[config.mk]
export PLATFORM = sky130hd
export DESIGN_NAME = mem_port_arbiter
export DESIGN_NICKNAME = d
export VERILOG_FILES = /design/src/rtl/mem_port_arbiter.sv
export SDC_FILE = /design/constraint.sdc
export NUM_CORES = 1
export LEC_CHECK = 0
export BUFFER_PORTS_ARGS = -buffer_cell sky130_fd_sc_hd__buf_4
export CAP_MARGIN = 0
export CORE_ASPECT_RATIO = 2
export CORE_MARGIN = 2
export CORE_UTILIZATION = 35
export DETAILED_ROUTE_END_ITERATION = 8
export PLACE_DENSITY_LB_ADDON = 0.12
export SLEW_MARGIN = 10
export SYNTH_ARGS = -nofsm -noshare
export SYNTH_HDL_FRONTEND = slang
export SYNTH_SLANG_ARGS = --single-unit
[constraint.sdc]
create_clock -name clk -period 2.5 [get_ports clk]
set_input_delay 0.125 -clock clk [delete_from_list [all_inputs] [get_ports clk]]
set_output_delay 0.125 -clock clk [all_outputs]
set_load 0.01 [all_outputs]
[src/rtl/mem_port_arbiter.sv]
// mem_port_arbiter
//   Shares one single-port unified memory between the IF-stage instruction
//   fetch and the MEM-stage load/store.  Every access runs through a fixed
//   command / wait / response sequence, and a pipeline-wide stall is raised
//   while any request is still waiting for its grant.
//
//   State table
//   state | meaning
//   ------+--------------------------------------------------------------
//   IDLE  | no access in flight; accept d_req first, otherwise if_req
//   CMD   | mem_en high for one cycle; stores go on to RESP, reads to WAIT
//   WAIT  | counting down the read latency; capture mem_rdata at cnt==1
//   RESP  | one-cycle grant to the owner; always returns to IDLE
//
// Parameters
//   LAT  memory read latency, mem_en cycle to data-valid cycle (1..15)
//   AW   address width
//   DW   data width
//
// Ports
//   clk        system clock, rising edge
//   reset      asynchronous active-low reset
//   if_req     fetch request, held with if_addr until if_gnt
//   if_addr    fetch address
//   if_gnt     one-cycle grant pulse, if_rdata valid
//   if_rdata   fetched instruction
//   d_req      data request, held with d_we/d_addr/d_wdata until d_gnt
//   d_we       1 = store, 0 = load
//   d_addr     data address
//   d_wdata    store data
//   d_gnt      one-cycle grant pulse, d_rdata valid for loads
//   d_rdata    load data
//   mem_en     memory command strobe, one cycle per access
//   mem_we     memory write enable, qualified by mem_en
//   mem_addr   memory address (held after the command)
//   mem_wdata  memory write data (held after the command)
//   mem_rdata  memory read data, valid LAT cycles after the mem_en cycle
//   stall      combinational: a request is pending without its grant

module mem_port_arbiter #(
    parameter int LAT = 2,
    parameter int AW  = 32,
    parameter int DW  = 32
) (
    input  logic          clk,
    input  logic          reset,

    input  logic          if_req,
    input  logic [AW-1:0] if_addr,
    output logic          if_gnt,
    output logic [DW-1:0] if_rdata,

    input  logic          d_req,
    input  logic          d_we,
    input  logic [AW-1:0] d_addr,
    input  logic [DW-1:0] d_wdata,
    output logic          d_gnt,
    output logic [DW-1:0] d_rdata,

    output logic          mem_en,
    output logic          mem_we,
    output logic [AW-1:0] mem_addr,
    output logic [DW-1:0] mem_wdata,
    input  logic [DW-1:0] mem_rdata,

    output logic          stall
);

    typedef enum logic [1:0] {
        IDLE = 2'd0,
        CMD  = 2'd1,
        WAIT = 2'd2,
        RESP = 2'd3
    } state_t;

    localparam int CW = 4;

    state_t        state;
    logic          owner_d;   // 1 = MEM-stage data port, 0 = IF-stage fetch
    logic [CW-1:0] cnt;

    // Everything except stall is registered.  mem_en/mem_we and the grants
    // default low each cycle and are raised only on the edge that enters the
    // state in which they must be visible (CMD for the strobe, RESP for gnt).
    always_ff @(posedge clk or negedge reset) begin
        if (!reset) begin
            state     <= IDLE;
            owner_d   <= 1'b0;
            cnt       <= '0;
            mem_en    <= 1'b0;
            mem_we    <= 1'b0;
            mem_addr  <= '0;
            mem_wdata <= '0;
            if_gnt    <= 1'b0;
            d_gnt     <= 1'b0;
            if_rdata  <= '0;
            d_rdata   <= '0;
        end else begin
            mem_en <= 1'b0;
            mem_we <= 1'b0;
            if_gnt <= 1'b0;
            d_gnt  <= 1'b0;

            case (state)
                IDLE: begin
                    // Data port wins a tie: MEM holds the older instruction.
                    if (d_req) begin
                        owner_d   <= 1'b1;
                        mem_en    <= 1'b1;
                        mem_we    <= d_we;
                        mem_addr  <= d_addr;
                        mem_wdata <= d_wdata;
                        state     <= CMD;
                    end else if (if_req) begin
                        owner_d  <= 1'b0;
                        mem_en   <= 1'b1;
                        mem_we   <= 1'b0;
                        mem_addr <= if_addr;
                        state    <= CMD;
                    end
                end

                CMD: begin
                    // mem_we is high in CMD exactly when this is a store.
                    if (mem_we) begin
                        d_gnt <= 1'b1;
                        state <= RESP;
                    end else begin
                        cnt   <= CW'(LAT);
                        state <= WAIT;
                    end
                end

                WAIT: begin
                    cnt <= cnt - 1'b1;
                    if (cnt == CW'(1)) begin
                        if (owner_d) begin
                            d_rdata <= mem_rdata;
                            d_gnt   <= 1'b1;
                        end else begin
                            if_rdata <= mem_rdata;
                            if_gnt   <= 1'b1;
                        end
                        state <= RESP;
                    end
                end

                RESP: begin
                    // No back-to-back issue; one IDLE cycle between accesses.
                    state <= IDLE;
                end

                default: state <= IDLE;
            endcase
        end
    end

    assign stall = (if_req & ~if_gnt) | (d_req & ~d_gnt);

endmodule

## Word level (Yosys, flattened, before mapping)

Index checks and enable logic that the tools add are counted.

| operators by class | value |
|---|---|
| add/subtract/negate cells | 1 |
| equality and inequality tests | 7 |
| muxes and demuxes | 23 |
| bitwise logic cells | 6 |
| reductions and logical operators | 9 |

Operators with widths:

| operator | count |
|---|---|
| 32-bit 2-to-1 mux | 2 |
| 1-bit 2-to-1 mux | 14 |
| 2-bit case mux with 4 select lines | 1 |
| 4-bit case mux with 2 select lines | 1 |
| 2-bit AND reduction | 4 |
| 2-bit 2-to-1 mux | 3 |
| 3-bit AND reduction | 2 |
| 2-bit equality test (second input constant) | 2 |
| 4-bit by 1-bit equality test with 1-bit output (second input constant) | 1 |
| 4-bit 2-to-1 mux | 1 |
| 2-bit != test (second input constant) | 2 |
| 2-bit nonzero test | 2 |
| 4-bit by 1-bit subtractor with 4-bit output (second input constant) | 1 |
| 3-bit != test (second input constant) | 1 |
| 1-bit NOT | 3 |
| 1-bit bitwise AND | 2 |
| 2-bit by 1-bit equality test with 1-bit output (second input constant) | 1 |
| 2-bit zero test | 1 |
| 1-bit case mux with 2 select lines | 1 |
| 1-bit bitwise OR | 1 |

| storage, ports and cells | value |
|---|---|
| flip-flop bits (word level) | 139 |
| bits of input ports | 133 |
| output and inout bits | 133 |
| word-level logic and storage cells | 57 |

## Longest topological paths before layout

Gate-level depths: netlist of the first run.

| logic depth | value |
|---|---|
| depth after elaboration | 3 |
| gate-level depth with buffers | 7 |
| depth with buffers taken out | 5 |

## Least setup slack after synthesis of the first run

No wires, ideal clock.

| timing path | value |
|---|---|
| path type | flip-flop to flip-flop |
| from | register cnt[1] |
| to | register if_rdata[0] |
| library setup time | 0.125 ns |
| arrival | 1.800 ns |
| data required time | 2.375 ns |
| slack | 0.575 ns |
| stages on the path, launching flop included | 7 |
| path buffers | 1 |
| period minus slack after synthesis | 1.925 ns |
| path through | dfrtp_1 -> inv_1 -> ha_1 -> or3b_4 -> nor3b_4 -> buf_6 -> mux2_2 |

| between the ends | value |
|---|---|
| word-level cells in the longest chain between the ends | 2 |

RTL lines:

| what | line | RTL |
|---|---|---|
| from (decl) | 80 | `logic [CW-1:0] cnt;` |
| from (signal assigned) | 129 | `cnt <= CW'(LAT);` |
| from (signal assigned) | 135 | `cnt <= cnt - 1'b1;` |
| 4-bit by 1-bit equality test with 1-bit output | 136 | `if (cnt == CW'(1)) begin` |
| 3-bit AND reduction (no source line) | n/a |  |
| to (signal assigned) | 141 | `if_rdata <= mem_rdata;` |
| to (decl) | 51 | `output logic [DW-1:0] if_rdata,` |

Every way passes these cells.
A chain may end at the register's enable or synchronous reset.

## Worst setup path after layout of the first run

| timing path | value |
|---|---|
| from | register cnt[1] |
| to | register if_rdata[11] |

The elaborated chain is that of the path after synthesis.

==> results of run 1 <==
## kinds of logic (layout without fill, tap and decap cells)
kind of cell / after synthesis / count (layout) / synth area share, %
mux: 129 / 129 / 25.3
compound gates: 43 / 43 / 4.29
flops: 139 / 139 / 62.4
fa+ha+maj: 5 / 5 / 1.12
buf+inv: 28 / 393 / 2.40
simple gates: 54 / 54 / 4.47
## cell usage after synthesis
master,instances
o22ai_1,1
a21oi_1,1
nor2_1,3
and2_0,1
nand3_1,1
dfrtp_1,139
mux2i_1,32
a21bo_2,1
a21boi_0,2
nand2_1,41
mux2_2,97
o32a_1,1
o211ai_1,1
inv_1,7
a32oi_1,1
nand4_1,1
nor3_1,1
buf_2,5
buf_6,3
and3_1,1
nand3b_1,1
nand4b_1,2
a31oi_1,1
buf_1,6
o21ai_0,34
ha_1,5
or3b_4,1
nor3b_4,1
clkbuf_1,7
## area by class of cell
type,count,area (sq um)
Timing Repair Buffer,354,2910
Clock inverter,12,114
Inverter,7,26.3
Clock buffer,20,457
Multi-Input combinational cell,231,1970
Sequential cell,139,3480
Fill cell,1286,6490
Tap cell,201,251
## worst reg2reg max path, cell delays in order (launching register included)
cell and delay (ps):
dfrtp_1 390, inv_1 90, ha_1 170, or3b_4 410
nor3b_4 230, buf_12 240, mux2_2 370
## per-layer routing
layer  global-route usage (%)  up-vias  routed length [um]
met2                     33.2      183                8340
li1                         -     2089                   -
met5                        0        -                   0
met4                     7.59        0                 449
met1                     18.1     2162                5260
met3                     5.70       27                 908
## path summary, 6_finish.rpt
kind                              start             to  slack, ps  depth (start not counted)
min reg2reg                mem_addr[16]   mem_addr[16]        480                          2
max                              cnt[1]   if_rdata[11]        480                          6
max reg2reg                      cnt[1]   if_rdata[11]        480                          6
min                          d_addr[16]   mem_addr[16]         10                          3
max in group asynchronous         reset          d_gnt       1720                          3
min in group asynchronous         reset  mem_wdata[20]        170                          2
## power by group through the flow
stage | combinational [mW] | sequential, mW | clock, mW
final | 4.13 | 3.96 | 2.40
after detailed placement | 4.08 | 3.99 | 0
after CTS | 4.19 | 3.96 | 2.47
after global routing | 4.51 | 4.10 | 2.57
after global placement | 3.98 | 3.94 | 0
after floorplan | 1.37 | 4.39 | 0
## registers in the layout, indices dropped and copies added (netlist names)
| signal | count |
|---|---|
| if_rdata | 32 |
| cnt | 4 |
| mem_we | 1 |
| owner_d | 1 |
| mem_wdata | 32 |
| d_rdata | 32 |
| if_gnt | 1 |
| mem_en | 1 |
| mem_addr | 32 |
| d_gnt | 1 |
| state | 2 |
==> flow_summary.toml, run 1 <==
[outcome]
status = "finished clean"

[floorplanning]
die_w_um = 93.2
rows = 65
die_h_um = 182
core-area_sq_mm = 0.0157
pin_count = 266
dieArea_sq_mm = 0.0170
initial_utilization_pct = 35.5

[place]
io_buffers = 265
post-dp-hpwl_mm = 10.6
place_worst_setup_slack_ps = 483
dpl_cell_area_sq_mm = 0.00781
placed_cells = 849
gp_congestion = 0.723

[clock_tree]
clock_latency_ps = 410
cts_setup_buffers = 0
cts_tree = "yes"
cts_buffers = 17
htreeDepth = 4
clkTransAtPathRegs_ps = 60
cts_resized = 0
cts_buffer_depth = 2
clock-sinks = 139
holdBufCountCts = 83
root_buffer = "clkbuf_16"

[power]
p_leak_nw = 4.59
p_int_mw = 7.11
ir_drop_mv = 0.632
swShare_pct = 32.2
p_clk_share_pct = 22.8
power_frac_seq_pct = 37.7
total_power_mw = 10.5
p_sw_mw = 3.37
p_per_area_mw_per_mm2 = 1140
p_comb_share_pct = 39.4

[synth]
ys_seq_area_share_pct = 62.4
mappedNetlistNets = 536
synth-seq-cells = 139
syn_inst = 398
ys_warn_count = 0
syn_avg_cell_area_sq_um = 14.0
synthTopCellsByArea = "dfrtp_1 62%, mux2_2 20%, mux2i_1 5.7%"
synth.distinct_cells = 29
syn_area_sq_mm = 0.00558
synth_top_area_share_pct = 62.4
netlist.top_cell.by_area = "dfrtp_1"

[critical_path]
cp.arrival_ps = 2300
crit_type = "flop to flop"
cp_cell_sequence = "inv_1 -> ha_1 -> or3b_4 -> nor3b_4 -> buf_12 -> mux2_2"
cp_slowest_stage_delay_ps = 410
end_kind = "flop"
crit_slowest_cell = "or3b_4"
cp_top_family = "simple AND/OR/NAND/NOR gates"
crit_fanout = 33
required_ps = 2780
start_kind = "flop"
critPathBufInv = 2

[layout]
final_common_cell = "buf_4"
stdcell_count = 964
area_delta_synth_final_pct = 65.1
diodes = 0
final_core_util_pct = 58.7
nNetsFinal = 888
drive_gt1_share_pct = 52.8
fin_area_sq_mm = 0.00921
mostFrequentLayoutCells = "267 x buf_4, 139 x dfrtp_1, 97 x mux2_2"

[timing]
clock_skew_ps = 11.9
post-route-period-util_pct = 80.8
finalSetupViolCount = 0
fin_tns_setup_ps = 0
hold_ws_ps = 12.4
relSlewSlack_pct = 55.0
rsz0062_at_grt = "no"
worst_slack_ps = 479
worst_pin_slew_ps = 669
final_hold_viol_count = 0
drv_slew = 0
fmax_mhz = 495
fin_crit_ps = 2020

[route]
route.vias.total = 4461
dr.pass1.iters = 4
antenna_left = 0
routedWlPerCell_um = 15.5
route.detailed.drc = 0
viasPerCell = 4.63
drtIter0Drc = 63
wirelength_mm = 15.0

[global_routing]
grt.total_usage_pct = 18.0
grt_pass1_wl_mm = 24.0
grt_start_max_net_pins = 67
grt_overflow_total = 0
grt_antenna_before_repair = 0
grt_pass1_vias = 4920

[worst_hold_path]
hp-class = "primary input to flop"

[run]
maxCapViolations = 0
Note: power is estimated with default switching activity, not from simulation.
==> run 2: changes to the inputs <==
Clock period 2.5 ns to 1.7 ns, I/O delays scaled along.
==> flow_summary.toml, run 2 (synthesized netlist as in run 1, its figures left out) <==
[outcome]
status = "complete, but fails checks"
violations = "negative setup slack"

[clock_tree]
clock_latency_ps = 420
htreeDepth = 4
clkTransAtPathRegs_ps = 60
cts_buffers = 17
cts_buffer_depth = 2
clock-sinks = 139
cts_tree = "yes"
root_buffer = "clkbuf_16"

[worst_hold_path]
worstHoldPathCells = 4
hp-class = "primary input to flop"

[floorplanning]
core-area_sq_mm = 0.0157
initial_utilization_pct = 35.5
pin_count = 266
die_h_um = 182
die_w_um = 93.2
rows = 65
dieArea_sq_mm = 0.0170

[timing]
clock_skew_ps = 7.40
hold_ws_ps = 103
drv_slew = 0
worst_slack_ps = -236
finalSetupViolCount = 34
final_hold_viol_count = 0
rsz0062_at_grt = "yes"
post-route-period-util_pct = 114
fin_crit_ps = 1940
worst_pin_slew_ps = 533
fmax_mhz = 517
relSlewSlack_pct = 64.4

[critical_path]
cp_slowest_stage_delay_ps = 390
rr_worst_depth = 7
start_kind = "flop"
crit_slowest_cell = "dfrtp_1"
crit_type = "flop to flop"
crit_fanout = 8
cp.arrival_ps = 2240
required_ps = 2000
end_kind = "flop"
cp_cell_sequence = "inv_2 -> ha_4 -> or3b_4 -> nor3b_4 -> buf_6 -> clkbuf_16 -> mux2_2"

[layout]
mostFrequentLayoutCells = "278 x buf_4, 139 x dfrtp_1, 131 x dlygate4sd3_1"
drive_gt1_share_pct = 51.6
final_common_cell = "buf_4"
stdcell_count = 1031
area_delta_synth_final_pct = 80.5
diodes = 0
final_core_util_pct = 64.1
nNetsFinal = 955

[route]
dr.pass1.iters = 4
wirelength_mm = 16.7
antenna_left = 0
route.vias.total = 4774
viasPerCell = 4.63
drtIter0Drc = 104
routedWlPerCell_um = 16.2
route.detailed.drc = 0

[run]
maxCapViolations = 0

[place]
placed_cells = 860
gp_congestion = 0.756
post-dp-hpwl_mm = 11.0
io_buffers = 265
place_worst_setup_slack_ps = -262

[power]
p_clk_share_pct = 23.7
swShare_pct = 31.7
p_leak_nw = 4.98
power_frac_seq_pct = 35.6
p_int_mw = 11.2
p_comb_share_pct = 40.7
p_per_area_mw_per_mm2 = 1630
ir_drop_mv = 0.941
total_power_mw = 16.4
p_sw_mw = 5.18

[global_routing]
grt.total_usage_pct = 19.3
grt_overflow_total = 0
grt_pass1_wl_mm = 25.5
grt_antenna_before_repair = 0
grt_start_max_net_pins = 48
grt_pass1_vias = 5271
[run 2: cell types whose count changed in the layout (fill, tap and decap cells not counted), moves of 2 or more]
cell           before  now
mux2_4              0   17
ha_1                5    2
inv_6               3    6
dlygate4sd3_1      83  131
clkbuf_16          17   19
buf_6               1    4
mux2_2             97   80
clkinvlp_4          7    2
bufinv_16           1    3
clkinv_4            0    2
buf_12              3    6
ha_2                0    2
buf_4             267  278
[run 2: metal layers]
layer	GRT usage, %	share of wire (%)
met3	5.62	6.3
met1	18.8	34
met4	10.2	3.7
met5	0	0
met2	35.5	56
[run 2: per-stage QoR]
stage | area, sq um | setup TNS (ps)
after floorplan | 5580 | -6740
after global routing | 10100 | -9620
after CTS | 9910 | -7370
after detailed placement | 7930 | -8190
after global placement | 7930 | -7270
final | 10100 | -7110
[run 2: critical path: cells and delay by family (launching register included)]
| kind | cells | cell delay [ps] |
|---|---|---|
| flops | 1 | 390 |
| simple gates | 2 | 560 |
| buf+inv | 3 | 410 |
| fa+ha+maj | 1 | 120 |
| mux | 1 | 340 |
[run 2: timing repair]
item / 4_1_cts / 5_1_grt
setup endpoints to repair: 34 / 48
buffers inserted: 3 / 3
hold buffers: 131 / 0
hold endpoints to repair: 173 / 0
pin swaps: 1 / 1
resized for setup: 7 / 21
cloned: 0 / 3
[run 2: power by group through the flow]
| stage | Combinational (mW) | Clock (mW) | Sequential (mW) |
|---|---|---|---|
| final | 6.66 | 3.87 | 5.83 |
| after global routing | 7.18 | 4.12 | 6.03 |
| after CTS | 6.56 | 3.98 | 5.83 |
| after detailed placement | 6.21 | 0 | 5.87 |
| after global placement | 6.05 | 0 | 5.79 |
| after floorplan | 2.01 | 0 | 6.45 |
[run 2: worst paths after layout]
path                               from           end  slack, ps
setup / recovery                 cnt[1]  if_rdata[31]       -240
hold / removal                   if_req       owner_d        100
setup reg to reg                 cnt[1]  if_rdata[31]       -240
hold reg to reg            mem_addr[19]  mem_addr[19]        480
max in group asynchronous         reset    d_rdata[6]        880
min in group asynchronous         reset  mem_wdata[1]        170
[run 2: final cells by class]
cell class                 instances  area [sq um]
fill                            1177          5630
inverter                           7          26.3
timing repair buffer             421          3610
multi-input combinational        231          2070
clock inverter                    14           180
clock buffer                      18           439
sequential                       139          3480
tap                              201           251
==> run 3: changes to the inputs <==
Settings changed: PLACE_DENSITY_LB_ADDON 0.12 to default.
Clock period 1.7 ns to 1.8 ns, I/O delays scaled along.
==> flow_summary.toml, run 3 (synthesized netlist as in run 1, its figures left out) <==
[outcome]
status = "complete, but fails checks"
violations = "negative setup slack"

[floorplanning]
core-area_sq_mm = 0.0157
die_w_um = 93.2
dieArea_sq_mm = 0.0170
pin_count = 266
initial_utilization_pct = 35.5
die_h_um = 182
rows = 65

[timing]
clock_skew_ps = 11.0
finalSetupViolCount = 32
drv_slew = 0
worst_pin_slew_ps = 459
fmax_mhz = 509
relSlewSlack_pct = 69.4
rsz0062_at_grt = "yes"
worst_slack_ps = -166
final_hold_viol_count = 0
fin_tns_setup_ps = -4450
post-route-period-util_pct = 109
fin_crit_ps = 1970

[clock_tree]
htreeDepth = 4
cts_buffer_depth = 2
cts_buffers = 17
clock_latency_ps = 410
clock-sinks = 139
clkTransAtPathRegs_ps = 60
root_buffer = "clkbuf_16"
cts_tree = "yes"

[layout]
final_common_cell = "buf_4"
area_delta_synth_final_pct = 78.0
diodes = 0
fillers = 1223
multi_input_area_sq_mm = 0.00206
mostFrequentLayoutCells = "279 x buf_4, 139 x dfrtp_1, 120 x dlygate4sd3_1"
drive_gt1_share_pct = 52.0
seq_area_sq_mm = 0.00348
nNetsFinal = 945

[global_routing]
grt_pass1_wl_mm = 26.4
grt.total_usage_pct = 20.0
grt_pass1_vias = 5167
grt_overflow_total = 0
grt_antenna_before_repair = 0
grt_start_max_net_pins = 52

[worst_hold_path]
hp-class = "primary input to flop"
hp-start = "if_addr[20]"
whs_endpoint = "mem_addr[20]"
worstHoldPathCells = 3

[route]
m1WireLength_mm = 5.57
wl_met3_um = 766
top_layer = "met4"
route.vias.total = 4799
drtIter0Drc = 136
route.detailed.drc = 0
dr.pass1.iters = 4
viasPerCell = 4.70
met2_length_mm = 9.86
routedWlPerCell_um = 16.2
wirelength_mm = 16.6
antenna_left = 0

[power]
p_leak_nw = 4.93
ir_drop_mv = 0.681
total_power_mw = 15.2
p_per_area_mw_per_mm2 = 1540

[critical_path]
rrSetupSlack_ps = -170
timing.rr.end = "if_rdata[25]"
critPathBufInv = 4
crit_path_frequent_cell = "buf_6"
cp_slowest_stage_delay_ps = 390
end_kind = "flop"
rr_worst_depth = 8
cp.arrival_ps = 2250
required_ps = 2080
crit_type = "flop to flop"
crit_slowest_cell = "or3b_4"
cp_top_family = "simple AND/OR/NAND/NOR gates"
rr_startpoint = "cnt[1]"
crit_fanout = 5
start_kind = "flop"
cp_cell_sequence = "inv_2 -> ha_4 -> or3b_4 -> nor3b_4 -> buf_6 -> buf_6 -> buf_12 -> mux2_4"

[place]
io_buffers = 265
post-dp-hpwl_mm = 11.3
gp_congestion = 0.784

[run]
maxCapViolations = 0
==> run 3: layer usage <==
metal	GRT usage, %	up-vias
met1	19.6	2394
met4	7.41	0
met3	4.38	27
met5	0	-
met2	39.4	164
li1	-	2214
==> run 3: repair_timing <==
item                                    CTS  global route
resized for setup                        27             1
endpoints found under the hold margin   168             0
setup buffers                             8             0
endpoints found under the setup margin   32            34
hold buffers                            120             0
pin swaps                                 1             2
cloned                                    3             0
==> run 3: how the worst max path moves through the flow <==
| stage | slack, ps | startpoint | end | cells after the start |
|---|---|---|---|---|
| 2_1_floorplan | -130 | cnt[1] | if_rdata[0] | 6 |
| 3_3_place_gp | -130 | cnt[1] | if_rdata[21] | 6 |
| 3_5_place_dp | -170 | cnt[1] | if_rdata[21] | 6 |
| 4_1_cts | -190 | cnt[1] | if_rdata[23] | 8 |
| 5_1_grt | -260 | cnt[1] | if_rdata[19] | 8 |
| 6_report | -170 | cnt[1] | if_rdata[25] | 8 |
==> run 3: cell type report <==
class                      instances  share of cell area (%)
sequential                       139                    35.0
clock buffer                      18                    4.32
inverter                           7                   0.265
tap                              201                    2.53
multi-input combinational        231                    20.8
clock inverter                    14                    1.64
timing repair buffer             411                    35.4
==> run 3: through the flow <==
step / hold WS (ps) / cell area [sq um] / setup WS [ps] / utilization (%) / cells
final: 2.19 / 9930 / -166 / 63.2 / 1021
after global routing: 1.79 / 9930 / -257 / 63.2 / 1021
after CTS: 0.397 / 9950 / -192 / 63.4 / 1022
after detailed placement: 57.3 / 7930 / -167 / 50.5 / 860
after global placement: 54.8 / 7930 / -131 / 50.5 / 860
after floorplan: -206 / 5580 / -125 / - / 398
==> run 3: worst min-delay path, delay by kind of cell <==
kind | cells | cell delay (ps)
compound gates | 1 | 140
buf+inv | 1 | 80
mux | 1 | 60
==> run 3: power by group <==
group | internal [mW] | switching, mW | total, mW
sequential | 4.63 | 0.886 | 5.52
clock | 2.08 | 1.41 | 3.48
combinational | 3.64 | 2.61 | 6.24
total | 10.3 | 4.90 | 15.2
